**config.mk**
```make
export PLATFORM = sky130hd
export DESIGN_NAME = pipe_ctrl
export DESIGN_NICKNAME = d
export VERILOG_FILES = /design/src/rtl/pipe_ctrl.sv
export SDC_FILE = /design/constraint.sdc
export NUM_CORES = 1
export LEC_CHECK = 0
export CAP_MARGIN = 20
export CELL_PAD_IN_SITES_DETAIL_PLACEMENT = 1
export CELL_PAD_IN_SITES_GLOBAL_PLACEMENT = 1
export CORE_MARGIN = 4
export CORE_UTILIZATION = 29
export DETAILED_ROUTE_END_ITERATION = 8
export HOLD_SLACK_MARGIN = 0.12
export PLACE_DENSITY = 0.84
export SLEW_MARGIN = 20
export SYNTH_ARGS = -nofsm -noshare
export SYNTH_HDL_FRONTEND = slang
export SYNTH_SLANG_ARGS = --single-unit
export TNS_END_PERCENT = 10
```
**constraint.sdc**
```tcl
create_clock -name clk -period 2.61 [get_ports clk]
set_clock_uncertainty 0.05 [all_clocks]
set_input_delay 0.522 -clock clk [delete_from_list [all_inputs] [get_ports clk]]
set_output_delay 0.522 -clock clk [all_outputs]
set_load 0.02 [all_outputs]
```
**src/rtl/pipe_ctrl.sv**
```systemverilog
// Pipeline sequencer: PC redirect, hold/flush of PC, IF/ID and ID/EX,
// debug-halt drain and a saturating stall-cycle counter.
module pipe_ctrl #(
   parameter int ADDR_W       = 32,
   parameter int FLUSH_CYCLES = 2,
   parameter int DRAIN_CYCLES = 2
) (
   input  logic              clk,
   input  logic              rst,
   input  logic              jump_en_i,
   input  logic [ADDR_W-1:0] jump_addr_i,
   input  logic              hold_req_i,
   input  logic              halt_req_i,
   output logic              pc_jump_en_o,
   output logic [ADDR_W-1:0] pc_jump_addr_o,
   output logic              hold_pc_o,
   output logic              hold_if_id_o,
   output logic              hold_id_ex_o,
   output logic              flush_if_id_o,
   output logic              flush_id_ex_o,
   output logic              halted_o,
   output logic [31:0]       stall_cycles_o
);

   typedef enum logic [1:0] {
      RUN    = 2'd0,
      FLUSH  = 2'd1,
      DRAIN  = 2'd2,
      HALTED = 2'd3
   } state_e;

   localparam logic [2:0] FLUSH_LOAD  = 3'(FLUSH_CYCLES - 1);
   localparam logic [2:0] DRAIN_LOAD  = 3'(DRAIN_CYCLES - 1);
   localparam bit         FLUSH_MULTI = (FLUSH_CYCLES > 1);

   state_e      state_q, state_d;
   logic [2:0]  cnt_q, cnt_d;
   logic [31:0] stall_cnt_q, stall_cnt_d;

   assign pc_jump_addr_o = jump_addr_i;
   assign stall_cycles_o = stall_cnt_q;

   always_comb begin
      state_d       = state_q;
      cnt_d         = cnt_q;
      stall_cnt_d   = stall_cnt_q;
      pc_jump_en_o  = 1'b0;
      hold_pc_o     = 1'b0;
      hold_if_id_o  = 1'b0;
      hold_id_ex_o  = 1'b0;
      flush_if_id_o = 1'b0;
      flush_id_ex_o = 1'b0;
      halted_o      = 1'b0;

      if (!rst) begin
         unique case (state_q)
            RUN: begin
               if (jump_en_i) begin
                  pc_jump_en_o  = 1'b1;
                  flush_if_id_o = 1'b1;
                  flush_id_ex_o = 1'b1;
                  if (FLUSH_MULTI) begin
                     cnt_d   = FLUSH_LOAD;
                     state_d = FLUSH;
                  end
               end else if (hold_req_i) begin
                  hold_pc_o    = 1'b1;
                  hold_if_id_o = 1'b1;
                  hold_id_ex_o = 1'b1;
               end else if (halt_req_i) begin
                  hold_pc_o     = 1'b1;
                  flush_if_id_o = 1'b1;
                  cnt_d         = DRAIN_LOAD;
                  state_d       = DRAIN;
               end
            end
            FLUSH: begin
               // EX only carries a bubble here, so jump_en_i cannot be real
               flush_if_id_o = 1'b1;
               if (hold_req_i) begin
                  hold_pc_o    = 1'b1;
                  hold_if_id_o = 1'b1;
                  hold_id_ex_o = 1'b1;
               end else if (cnt_q <= 3'd1) begin
                  cnt_d   = 3'd0;
                  state_d = RUN;
               end else begin
                  cnt_d = cnt_q - 3'd1;
               end
            end
            DRAIN: begin
               flush_if_id_o = 1'b1;
               if (jump_en_i) begin
                  pc_jump_en_o  = 1'b1;
                  flush_id_ex_o = 1'b1;
                  cnt_d         = DRAIN_LOAD;
               end else if (hold_req_i) begin
                  hold_pc_o    = 1'b1;
                  hold_if_id_o = 1'b1;
                  hold_id_ex_o = 1'b1;
               end else if (!halt_req_i) begin
                  hold_pc_o = 1'b1;
                  state_d   = RUN;
               end else if (cnt_q <= 3'd1) begin
                  hold_pc_o = 1'b1;
                  cnt_d     = 3'd0;
                  state_d   = HALTED;
               end else begin
                  hold_pc_o = 1'b1;
                  cnt_d     = cnt_q - 3'd1;
               end
            end
            HALTED: begin
               hold_pc_o     = 1'b1;
               flush_if_id_o = 1'b1;
               flush_id_ex_o = 1'b1;
               halted_o      = 1'b1;
               if (!halt_req_i) begin
                  state_d = RUN;
               end
            end
         endcase

         if (hold_pc_o && (stall_cnt_q != 32'hFFFF_FFFF)) begin
            stall_cnt_d = stall_cnt_q + 32'd1;
         end
      end
   end

   always_ff @(posedge clk) begin
      if (rst) begin
         state_q     <= RUN;
         cnt_q       <= 3'd0;
         stall_cnt_q <= 32'd0;
      end else begin
         state_q     <= state_d;
         cnt_q       <= cnt_d;
         stall_cnt_q <= stall_cnt_d;
      end
   end

endmodule

```
==> results.py <==
metrics = {
    "global_routing": {
        "overflow": 0,
        "grt_usage_pct": 13.2,
        "antenna_found_initial": 0,
        "grt_pass1_vias": 2220,
        "grt_pass1_wl_um": 10700,
        "grt_max_degree": 34,
    },
    "placed_design": {
        "placed_area_um2": 2830,
        "dp_hpwl_um": 4920,
        "numPortBuffers": 43,
        "globalplace.congestion": 0.793,
    },
    "drt": {
        "drcViolationCount": 0,
        "via_per_inst": 5.26,
        "ant_nets": 0,
        "drt_iter0_drc": 85,
        "via_count": 2253,
        "drt-wirelength-per-cell_um": 15.0,
        "wl_um": 6430,
        "firstDrtPassIters": 4,
    },
    "floorplan": {
        "coreArea_um2": 7850,
        "die_w_um": 98.3,
        "die_height_um": 98.3,
        "die-area_um2": 9660,
        "ios": 108,
        "row_count": 32,
        "initial_utilization_pct": 30.1,
    },
    "sta": {
        "relSlewSlack_pct": 63.0,
        "fin_crit_ns": 2.56,
        "hold_violations": 0,
        "finalSetupTns_ns": 0,
        "fmax_mhz": 391,
        "worst_pin_slew_ns": 0.551,
        "finalSetupViolCount": 0,
        "whs_ns": 0.456,
        "rsz0062_at_grt": "true",
        "post-route-period-util_pct": 98.0,
        "maxSlewViolCount": 0,
    },
    "clock_network": {
        "cts.sinks": 37,
        "cts_made_buffers": 5,
        "tritoncts": "yes",
        "postCtsSetupBuffers": 0,
        "htree_levels": 2,
        "insertion_delay_ns": 0.29,
        "path_clk_slew_ns": 0.08,
        "cts_buffer_depth": 2,
        "cts-root-buf": "clkbuf_8",
    },
    "worst_hold_path": {
        "hold_path_class": "flip-flop to flip-flop",
    },
    "setup_path": {
        "cp-start-kind": "input pin",
        "end_kind": "output pin",
        "cp_max_fo": 4,
        "path_class": "input pin to output pin",
        "worstPathArrival_ns": 1.99,
        "crit_required_ns": 2.04,
    },
    "final_layout": {
        "finalCoreUtilization_pct": 37.7,
        "n_antenna_cell": 0,
        "drive_gt1_share_pct": 15.3,
        "final_area_um2": 2960,
        "area_delta_synth_final_pct": 25.1,
        "nets": 370,
    },
    "status": {
        "status": "complete, no violations",
    },
    "pwr": {
        "total_power_mw": 1.49,
        "ir_drop_v": 0.000229,
        "power.density_nw_per_um2": 502,
        "p_leak_nw": 1.05,
    },
    "logic_synthesis": {
        "synthesis.area_um2": 2360,
        "synth_cells": 294,
        "synth-seq-area-share_pct": 31.3,
        "synth_cell_types": 49,
        "synth_edf_count": 0,
        "async_flop_share_pct": 0,
        "syn_nets": 339,
        "avgSynthCellArea_um2": 8.04,
        "synthFlopType": "dfxtp_1",
        "ys_seq_elements": 37,
        "yosys_warnings": 0,
    },
    "job": {
        "maxCapViolations": 0,
    },
}
==> sequential cells by signal (all words and copies together) (netlist names) <==
signal and count:
stall_cycles_o 32, cnt_q 3, state_q 2
==> cell usage after synthesis, types with 2 or more instances <==
cell | n | share of area [%]
ha_1 | 8 | 4.2
buf_4 | 33 | 10
and4_1 | 2 | 0.74
a31oi_1 | 2 | 0.53
nor2_1 | 23 | 3.7
nor2b_1 | 5 | 1.3
nand2b_1 | 2 | 0.53
o31ai_1 | 8 | 2.5
or3_1 | 11 | 2.9
a21o_1 | 3 | 0.95
nand4_1 | 10 | 2.6
xnor2_1 | 4 | 1.5
o21bai_1 | 2 | 0.63
clkbuf_1 | 5 | 0.79
buf_2 | 3 | 0.63
dfxtp_1 | 37 | 31
inv_1 | 13 | 2.1
buf_1 | 2 | 0.32
o21ai_0 | 19 | 4.0
nor4_1 | 2 | 0.53
a21oi_1 | 29 | 6.1
nand3_1 | 9 | 1.9
nand2_1 | 19 | 3.0
mux2i_1 | 4 | 1.7
a211oi_1 | 3 | 0.95
or4_1 | 9 | 2.9
a31o_2 | 4 | 1.5
mux2_2 | 2 | 0.95
==> per-layer routing <==
metal	part of all wire (%)	track usage (%)	vias up	wire, µm
met4	0.92	4.31	0	59
met5	0	0	-	0
met1	43	15.5	1097	2790
met2	50	22.9	44	3210
li1	-	-	1101	-
met3	5.6	3.86	11	361
==> power by group <==
| part | internal (mW) | total [mW] | switching, mW |
|---|---|---|---|
| Clock | 0.311 | 0.536 | 0.224 |
| Sequential | 0.585 | 0.612 | 0.0266 |
| Combinational | 0.152 | 0.338 | 0.185 |
| Total | 1.05 | 1.49 | 0.436 |
==> worst max-delay path: stages <==
cell and delay [ns]:
clkdlybuf4s50_1 0.45, o21bai_2 0.24, nand2b_1 0.10, nor4b_2 0.22, buf_4 0.16, clkdlybuf4s15_1 0.29
==> timing repair <==
| action | CTS | global route |
|---|---|---|
| resized for setup | 6 | 8 |
| pin swaps | 0 | 0 |
| endpoints found under the setup margin | 4 | 9 |
| hold buffers | 0 | 0 |
==> per-stage QoR <==
step / instances / setup slack, ns
3_3_place_gp: 420 / -0.361
2_1_floorplan: 294 / 0.0372
4_1_cts: 428 / 0.00550
6_report: 428 / 0.0524
5_1_grt: 428 / -0.0573
3_5_place_dp: 420 / -0.362
==> worst paths after layout <==
| check | start | end | slack (ns) | depth (start not counted) |
|---|---|---|---|---|
| hold / removal | stall_cycles_o[21] | stall_cycles_o[21] | 0.46 | 2 |
| hold reg to reg | stall_cycles_o[21] | stall_cycles_o[21] | 0.46 | 2 |
| setup / recovery | jump_en_i | hold_id_ex_o | 0.05 | 6 |
| setup reg to reg | stall_cycles_o[0] | stall_cycles_o[30] | 0.28 | 8 |
==> placed cells by master, fill, tap and decap left out, types with 4 or more instances in the layout <==
cell type	count
a21oi_1	29
nand3_1	9
nand2_1	19
o31ai_1	8
inv_1	13
or3_1	11
clkdlybuf4s50_1	37
or4_1	9
o21ai_0	19
buf_4	23
dfxtp_1	36
nor2_1	23
nand4_1	10
nor2b_1	5
xnor2_1	4
mux2i_1	4
ha_1	7
a31o_2	4
clkbuf_8	6
==> final cells by class <==
cell class	count	area, µm²
clock inverters	2	37.5
fillers	967	4890
flip-flops and latches	37	742
clock buffers	6	82.6
multi-input cells	201	1300
repair buffers	67	622
inverters	13	48.8
well taps	102	128
==> logic make-up after synthesis <==
family	share of synthesized area [%]
xor gates and xnor gates	1.48
and+or+nand+nor	25.4
buffers and inverters	14.3
adders and majority gates	4.23
DFF	31.3
muxes	3.12
AOI/OAI and AO/OA	20.2
Note: power is estimated with default switching activity, not from simulation.
